**config.mk**
```make
export PLATFORM = sky130hd
export DESIGN_NAME = phyreg_free_list
export DESIGN_NICKNAME = d
export VERILOG_FILES = /design/src/rtl/qu_common.sv /design/src/rtl/free_list_ram.sv /design/src/rtl/phyreg_free_list.sv
export SDC_FILE = /design/constraint.sdc
export NUM_CORES = 2
export LEC_CHECK = 0
export ABC_AREA = 0
export CORE_MARGIN = 3
export CORE_UTILIZATION = 35
export CTS_BUF_LIST = sky130_fd_sc_hd__clkbuf_8
export CTS_CLUSTER_DIAMETER = 30
export CTS_CLUSTER_SIZE = 20
export DETAILED_ROUTE_END_ITERATION = 16
export DONT_BUFFER_PORTS = 1
export HOLD_SLACK_MARGIN = 0.05
export PLACE_DENSITY = 0.46
export SLEW_MARGIN = 20
export SYNTH_ARGS = -nofsm -noshare
export SYNTH_HDL_FRONTEND = slang
export SYNTH_SLANG_ARGS = --single-unit
```
**constraint.sdc**
```tcl
create_clock -name clk -period 9.4 [get_ports clk]
set_input_delay 1.41 -clock clk [delete_from_list [all_inputs] [get_ports clk]]
set_output_delay 1.41 -clock clk [all_outputs]
set_load 0.05 [all_outputs]
```
**src/rtl/qu_common.sv**
```systemverilog
// Shared rename-stage types and constants for the physical-register free list.
package qu_common;

    localparam int unsigned PHY_RF_DEPTH_DEF = 128;
    localparam int unsigned NUM_ALLOC_PORTS  = 3;
    localparam int unsigned NUM_REL_PORTS    = 2;

    typedef logic [$clog2(PHY_RF_DEPTH_DEF)-1:0] phy_tag_t;

    typedef enum logic [0:0] {
        FL_INIT,
        FL_RUN
    } fl_state_t;

endpackage

```
**src/rtl/free_list_ram.sv**
```systemverilog
// Circular-FIFO storage for free tags: combinational reads, synchronous pushes and init fill.
module free_list_ram #(
    parameter int unsigned ENTRIES  = 127,
    parameter int unsigned AW       = 7,
    parameter int unsigned DW       = 7,
    parameter int unsigned RD_PORTS = 3,
    parameter int unsigned WR_PORTS = 2
) (
    input  logic                              clk,
    input  logic [RD_PORTS-1:0][AW-1:0]       rd_addr,
    output logic [RD_PORTS-1:0][DW-1:0]       rd_data,
    input  logic [WR_PORTS-1:0]               wr_en,
    input  logic [WR_PORTS-1:0][AW-1:0]       wr_addr,
    input  logic [WR_PORTS-1:0][DW-1:0]       wr_data,
    input  logic                              init_we,
    input  logic [AW-1:0]                     init_addr,
    input  logic [DW-1:0]                     init_data
);

    logic [DW-1:0] mem [ENTRIES];

    always_comb begin
        for (int i = 0; i < int'(RD_PORTS); i++) begin
            rd_data[i] = mem[rd_addr[i]];
        end
    end

    // Init and release writes never coincide: init only runs while releases are ignored.
    always_ff @(posedge clk) begin
        if (init_we) begin
            mem[init_addr] <= init_data;
        end
        for (int j = 0; j < int'(WR_PORTS); j++) begin
            if (wr_en[j]) begin
                mem[wr_addr[j]] <= wr_data[j];
            end
        end
    end

endmodule

```
**src/rtl/phyreg_free_list.sv**
```systemverilog
// Physical-register tag allocator: circular FIFO of free tags with self-sequenced init.
module phyreg_free_list
    import qu_common::*;
#(
    parameter int unsigned PHY_RF_DEPTH = PHY_RF_DEPTH_DEF,
    parameter int unsigned ALLOC_PORTS  = NUM_ALLOC_PORTS,
    parameter int unsigned REL_PORTS    = NUM_REL_PORTS,
    localparam int unsigned TW          = $clog2(PHY_RF_DEPTH)
) (
    input  logic                             clk,
    input  logic                             rst,
    input  logic                             flush,
    input  logic [ALLOC_PORTS-1:0]           alloc_req,
    output logic                             alloc_gnt,
    output logic [ALLOC_PORTS-1:0][TW-1:0]   alloc_tag,
    input  logic [REL_PORTS-1:0]             rel_valid,
    input  logic [REL_PORTS-1:0][TW-1:0]     rel_tag,
    output logic [TW-1:0]                    num_free,
    output logic                             low,
    output logic                             ready,
    output logic                             overflow_err
);

    localparam int unsigned CAP = PHY_RF_DEPTH - 1;
    localparam logic [TW-1:0] CAP_T = TW'(CAP);
    localparam logic [TW:0] CAP_W = (TW+1)'(CAP);
    localparam int unsigned OW = (ALLOC_PORTS > 1) ? $clog2(ALLOC_PORTS) : 1;

    fl_state_t     state_q, state_d;
    logic [TW-1:0] init_cnt_q, init_cnt_d;
    logic [TW-1:0] head_q, head_d;
    logic [TW-1:0] tail_q, tail_d;
    logic [TW-1:0] count_q, count_d;
    logic          ovf_q, ovf_d;

    logic [TW-1:0]                   n;
    logic [TW-1:0]                   cnt_rel;
    logic [TW-1:0]                   tail_rel;
    logic [OW-1:0]                   off;
    logic [ALLOC_PORTS-1:0][TW-1:0]  rd_addr;
    logic [ALLOC_PORTS-1:0][TW-1:0]  rd_data;
    logic [REL_PORTS-1:0]            wr_en;
    logic [REL_PORTS-1:0][TW-1:0]    wr_addr;
    logic                            init_we;
    logic [TW-1:0]                   init_addr;

    // CAP is not a power of two, so wrap by compare-and-subtract.
    function automatic logic [TW-1:0] ptr_add(input logic [TW-1:0] p, input logic [TW-1:0] inc);
        logic [TW:0] s;
        s = {1'b0, p} + {1'b0, inc};
        if (s >= CAP_W) begin
            s = s - CAP_W;
        end
        return s[TW-1:0];
    endfunction

    assign ready        = (state_q == FL_RUN);
    assign low          = !ready || (count_q < TW'(3));
    assign num_free     = count_q;
    assign overflow_err = ovf_q;

    always_comb begin
        n = '0;
        for (int i = 0; i < int'(ALLOC_PORTS); i++) begin
            n = n + TW'(alloc_req[i]);
            rd_addr[i] = ptr_add(head_q, TW'(i));
        end
        alloc_gnt = ready && !flush && (n != '0) && (n <= count_q);

        // Each requested slot takes the next FIFO entry in ascending slot order.
        off = '0;
        for (int k = 0; k < int'(ALLOC_PORTS); k++) begin
            alloc_tag[k] = '0;
            if (alloc_gnt && alloc_req[k]) begin
                alloc_tag[k] = rd_data[off];
            end
            off = off + OW'(alloc_req[k]);
        end

        // Releases see the count after this cycle's pops and earlier pushes.
        cnt_rel  = count_q - (alloc_gnt ? n : '0);
        tail_rel = tail_q;
        ovf_d    = ovf_q;
        for (int j = 0; j < int'(REL_PORTS); j++) begin
            wr_en[j]   = 1'b0;
            wr_addr[j] = tail_rel;
            if (ready && !flush && rel_valid[j] && (rel_tag[j] != '0)) begin
                if (cnt_rel < CAP_T) begin
                    wr_en[j] = 1'b1;
                    cnt_rel  = cnt_rel + TW'(1);
                    tail_rel = ptr_add(tail_rel, TW'(1));
                end else begin
                    ovf_d = 1'b1;
                end
            end
        end
    end

    always_comb begin
        state_d    = state_q;
        init_cnt_d = init_cnt_q;
        head_d     = head_q;
        tail_d     = tail_q;
        count_d    = count_q;
        init_we    = 1'b0;
        init_addr  = init_cnt_q - TW'(1);
        case (state_q)
            FL_INIT: begin
                if (flush) begin
                    init_cnt_d = TW'(1);
                end else begin
                    init_we = 1'b1;
                    if (init_cnt_q == CAP_T) begin
                        state_d    = FL_RUN;
                        init_cnt_d = TW'(1);
                        head_d     = '0;
                        tail_d     = '0;
                        count_d    = CAP_T;
                    end else begin
                        init_cnt_d = init_cnt_q + TW'(1);
                    end
                end
            end
            FL_RUN: begin
                if (flush) begin
                    state_d    = FL_INIT;
                    init_cnt_d = TW'(1);
                    head_d     = '0;
                    tail_d     = '0;
                    count_d    = '0;
                end else begin
                    head_d  = alloc_gnt ? ptr_add(head_q, n) : head_q;
                    tail_d  = tail_rel;
                    count_d = cnt_rel;
                end
            end
            default: state_d = FL_INIT;
        endcase
    end

    always_ff @(posedge clk or negedge rst) begin
        if (!rst) begin
            state_q    <= FL_INIT;
            init_cnt_q <= TW'(1);
            head_q     <= '0;
            tail_q     <= '0;
            count_q    <= '0;
            ovf_q      <= 1'b0;
        end else begin
            state_q    <= state_d;
            init_cnt_q <= init_cnt_d;
            head_q     <= head_d;
            tail_q     <= tail_d;
            count_q    <= count_d;
            ovf_q      <= ovf_d;
        end
    end

    free_list_ram #(
        .ENTRIES  (CAP),
        .AW       (TW),
        .DW       (TW),
        .RD_PORTS (ALLOC_PORTS),
        .WR_PORTS (REL_PORTS)
    ) u_ram (
        .clk       (clk),
        .rd_addr   (rd_addr),
        .rd_data   (rd_data),
        .wr_en     (wr_en),
        .wr_addr   (wr_addr),
        .wr_data   (rel_tag),
        .init_we   (init_we),
        .init_addr (init_addr),
        .init_data (init_cnt_q)
    );

endmodule

```
==> impl_metrics.env <==
export IMPL_muxShareOfSynthArea_pct=20.2
export IMPL_htreeDepth=5
export IMPL_async_reset_ff_share_pct=3.26
export IMPL_grt_max_degree=129
export IMPL_area_delta_synth_final_pct=15.3
export IMPL_synth_seq_cells=919
export IMPL_final_nets=7432
export IMPL_cts_resized=0
export IMPL_synth_edf_count=889
export IMPL_synth_nets=7442
export IMPL_routabilityCongestion=1.02
export IMPL_crit_type="reg2out"
export IMPL_drtPass1Iterations=7
export IMPL_clk_insertion_delay_late_ns=1.08
export IMPL_arrival_ns=7.61
export IMPL_layout_commonest_cell="nand2_1"
export IMPL_end_kind="output port"
export IMPL_synth_top_family_by_area="multiplexers"
export IMPL_fin_crit_sh_pct=95.9
export IMPL_synth_top_flop_cell="edfxtp_1"
export IMPL_yosys_warnings=0
export IMPL_hold_viol=0
export IMPL_num_vias=68300
export IMPL_ir_worst_vdd_mv=0.131
export IMPL_critPathMaxStageDelay_ns=1.17
export IMPL_grt_overflow=0
export IMPL_finClkSkew_ns=0.0876
export IMPL_core_um2=193000
export IMPL_die_x_um=448
export IMPL_clkSinkCount=919
export IMPL_initial_utilization_pct=35.4
export IMPL_rows=161
export IMPL_holdWs_ns=0.178
export IMPL_seq_area_frac_synth_pct=40.1
export IMPL_netlist_cell_type_count=97
export IMPL_path_cells="nand4_1 -> nor3_1 -> a31o_4 -> nand2b_1 -> a2111oi_1 -> buf_4 -> a31oi_1 -> o2111ai_1 -> o21bai_1 -> and4_1 -> nand2_1 -> o221ai_2 -> buf_4"
export IMPL_max_clock_freq_ghz=0.111
export IMPL_cp_max_fo=26
export IMPL_p_per_area_nw_per_um2=177
export IMPL_cpMostUsedCell="buf_4"
export IMPL_antenna_found_initial=34
export IMPL_synthSimpleGateAreaFrac_pct=18.9
export IMPL_cp_start_kind="flop"
export IMPL_period_needed_ns=9.02
export IMPL_ant_nets=0
export IMPL_wirelength_um=385000
export IMPL_finalPower_mw=13.9
export IMPL_status="completed"
export IMPL_dieArea_um2=201000
export IMPL_critPathSlowestCell="a2111oi_1"
export IMPL_drc_errors=0
export IMPL_grt_pass1_wl_um=526000
export IMPL_synthAdderAreaFrac_pct=0.534
export IMPL_cts_root_buf="clkbuf_8"
export IMPL_port_buffers=0
export IMPL_layout_drive_gt1_share_pct=25.2
export IMPL_leakagePower_nw=29.5
export IMPL_ios=54
export IMPL_die_height_um=448
export IMPL_cts_made_buffers=283
export IMPL_crit_buf_inv=2
export IMPL_ctsHoldBuffers=1
export IMPL_hpwl_um=257000
export IMPL_rsz0062_at_grt="false"
export IMPL_clk_pin_slew_worst_paths_ns=0.05
export IMPL_avgSynthCellArea_um2=9.25
export IMPL_postCtsSetupBuffers=0
export IMPL_worst_slew_pin_slew_ns=1.30
export IMPL_worst_hold_path_type="in2async"
export IMPL_slew_viol_final=0
export IMPL_max_slew_margin_pct=13.2
export IMPL_cap_violations=0
export IMPL_mostFrequentLayoutCells="1809 x nand2_1, 889 x edfxtp_1, 827 x mux2_2, 417 x a21oi_1, 407 x nand3_1"
export IMPL_drt_iter0_drc=11100
export IMPL_netlist_instances=7395
export IMPL_grt_pass1_vias=63600
export IMPL_syn_area_um2=68400
export IMPL_track_usage_pct=37.1
export IMPL_clock_tree_buffer_depth=4
export IMPL_setup_tns_ns=0
export IMPL_cts_tree="done"
export IMPL_wl_per_cell_um=38.0
export IMPL_final_setup_viol_count=0
export IMPL_synth_xor_area_share_pct=0.646
export IMPL_synth_compound_area_share_pct=15.3
export IMPL_viasPerCell=6.74
export IMPL_path_delay_family="compound AO/OA/AOI/OAI gates"
export IMPL_crit_required_ns=7.99
-- sequential cells by signal (all words and copies together), names as in the netlist --
register,flops
num_free,7
overflow_err,1
init_cnt_q,7
u_ram.mem,889
tail_q,7
ready,1
head_q,7
-- layer usage --
layer | global-route usage, % | wire length, um
met2 | 54.8 | 163000
met4 | 25.6 | 31500
met3 | 9.47 | 42800
met5 | 0 | 176
met1 | 47.6 | 147000
-- path summary, 6_finish.rpt --
path	start	end	slack, ns	cells past startpoint
worst max-delay path	head_q[3]	alloc_tag[16]	0.38	13
min in group clk	flush	init_cnt_q[6]	0.47	1
worst min register to register	init_cnt_q[1]	init_cnt_q[1]	0.61	2
max in group asynchronous	rst	tail_q[6]	8.96	1
worst max register to register	num_free[2]	u_ram.mem[109][0]	2.26	15
worst min-delay path	rst	head_q[0]	0.18	1
-- cell type report --
class	instances	area [um2]
Fill cell	19200	115000
Multi-Input combinational cell	5726	38600
Sequential cell	919	27500
Clock buffer	295	4060
Timing Repair Buffer	422	3700
Tap cell	2526	3160
Clock inverter	190	1720
Inverter	33	124
Antenna cell	17	42.5
-- cell families (layout without fill, tap and decap cells) --
family                     count (synthesis)  count (layout)
and+or+nand+nor                         2895            2895
AOI/OAI and AO/OA                       1539            1539
DFF                                      919             919
adders and majority gates                 28              28
buffers and inverters                    750             940
other                                      0              17
muxes                                   1216            1216
xor gates and xnor gates                  48              48
-- per-stage QoR --
step / cell area, um2 / util [%] / instances / worst slack (ns)
floorplan: 68400 / - / 7395 / 2.59
global placement: 72900 / 37.7 / 9620 / 0.608
detailed placement: 73000 / 37.7 / 9624 / 1.14
CTS: 78800 / 40.7 / 10100 / 0.644
global route: 78800 / 40.7 / 10100 / 0.441
finish: 78800 / 40.8 / 10100 / 0.383
-- report_power, final --
part / total (mW) / internal [mW] / switching (mW)
combinational: 3.20 / 0.958 / 2.25
sequential: 4.59 / 4.54 / 0.0564
clock: 6.13 / 3.76 / 2.37
-- cell usage after synthesis, types with 28 or more instances --
cell type / number / share of area [%]
mux2_2: 827 / 14
nand2_1: 1818 / 10
nor4_1: 54 / 0.49
buf_1: 73 / 0.40
a32o_1: 40 / 0.59
inv_1: 29 / 0.16
mux4_2: 41 / 1.4
nor2_1: 214 / 1.2
a21oi_1: 425 / 3.1
o22a_1: 33 / 0.42
o22ai_1: 112 / 1.0
a311oi_1: 52 / 0.67
xnor2_1: 36 / 0.46
nand3_1: 415 / 3.0
a2111oi_0: 28 / 0.36
mux2i_1: 277 / 4.1
a211oi_1: 80 / 0.88
a31oi_1: 132 / 1.2
nand4_1: 67 / 0.61
buf_2: 75 / 0.55
nor3_1: 59 / 0.43
mux2_1: 71 / 1.2
edfxtp_1: 889 / 39
clkbuf_1: 561 / 3.1
a22oi_1: 39 / 0.43
and3_1: 75 / 0.69
a221oi_1: 89 / 1.1
dfrtp_1: 29 / 1.1
o221ai_1: 40 / 0.51
o21ai_0: 174 / 1.3
a32oi_1: 126 / 1.6
(Power assumes the default switching activity.)
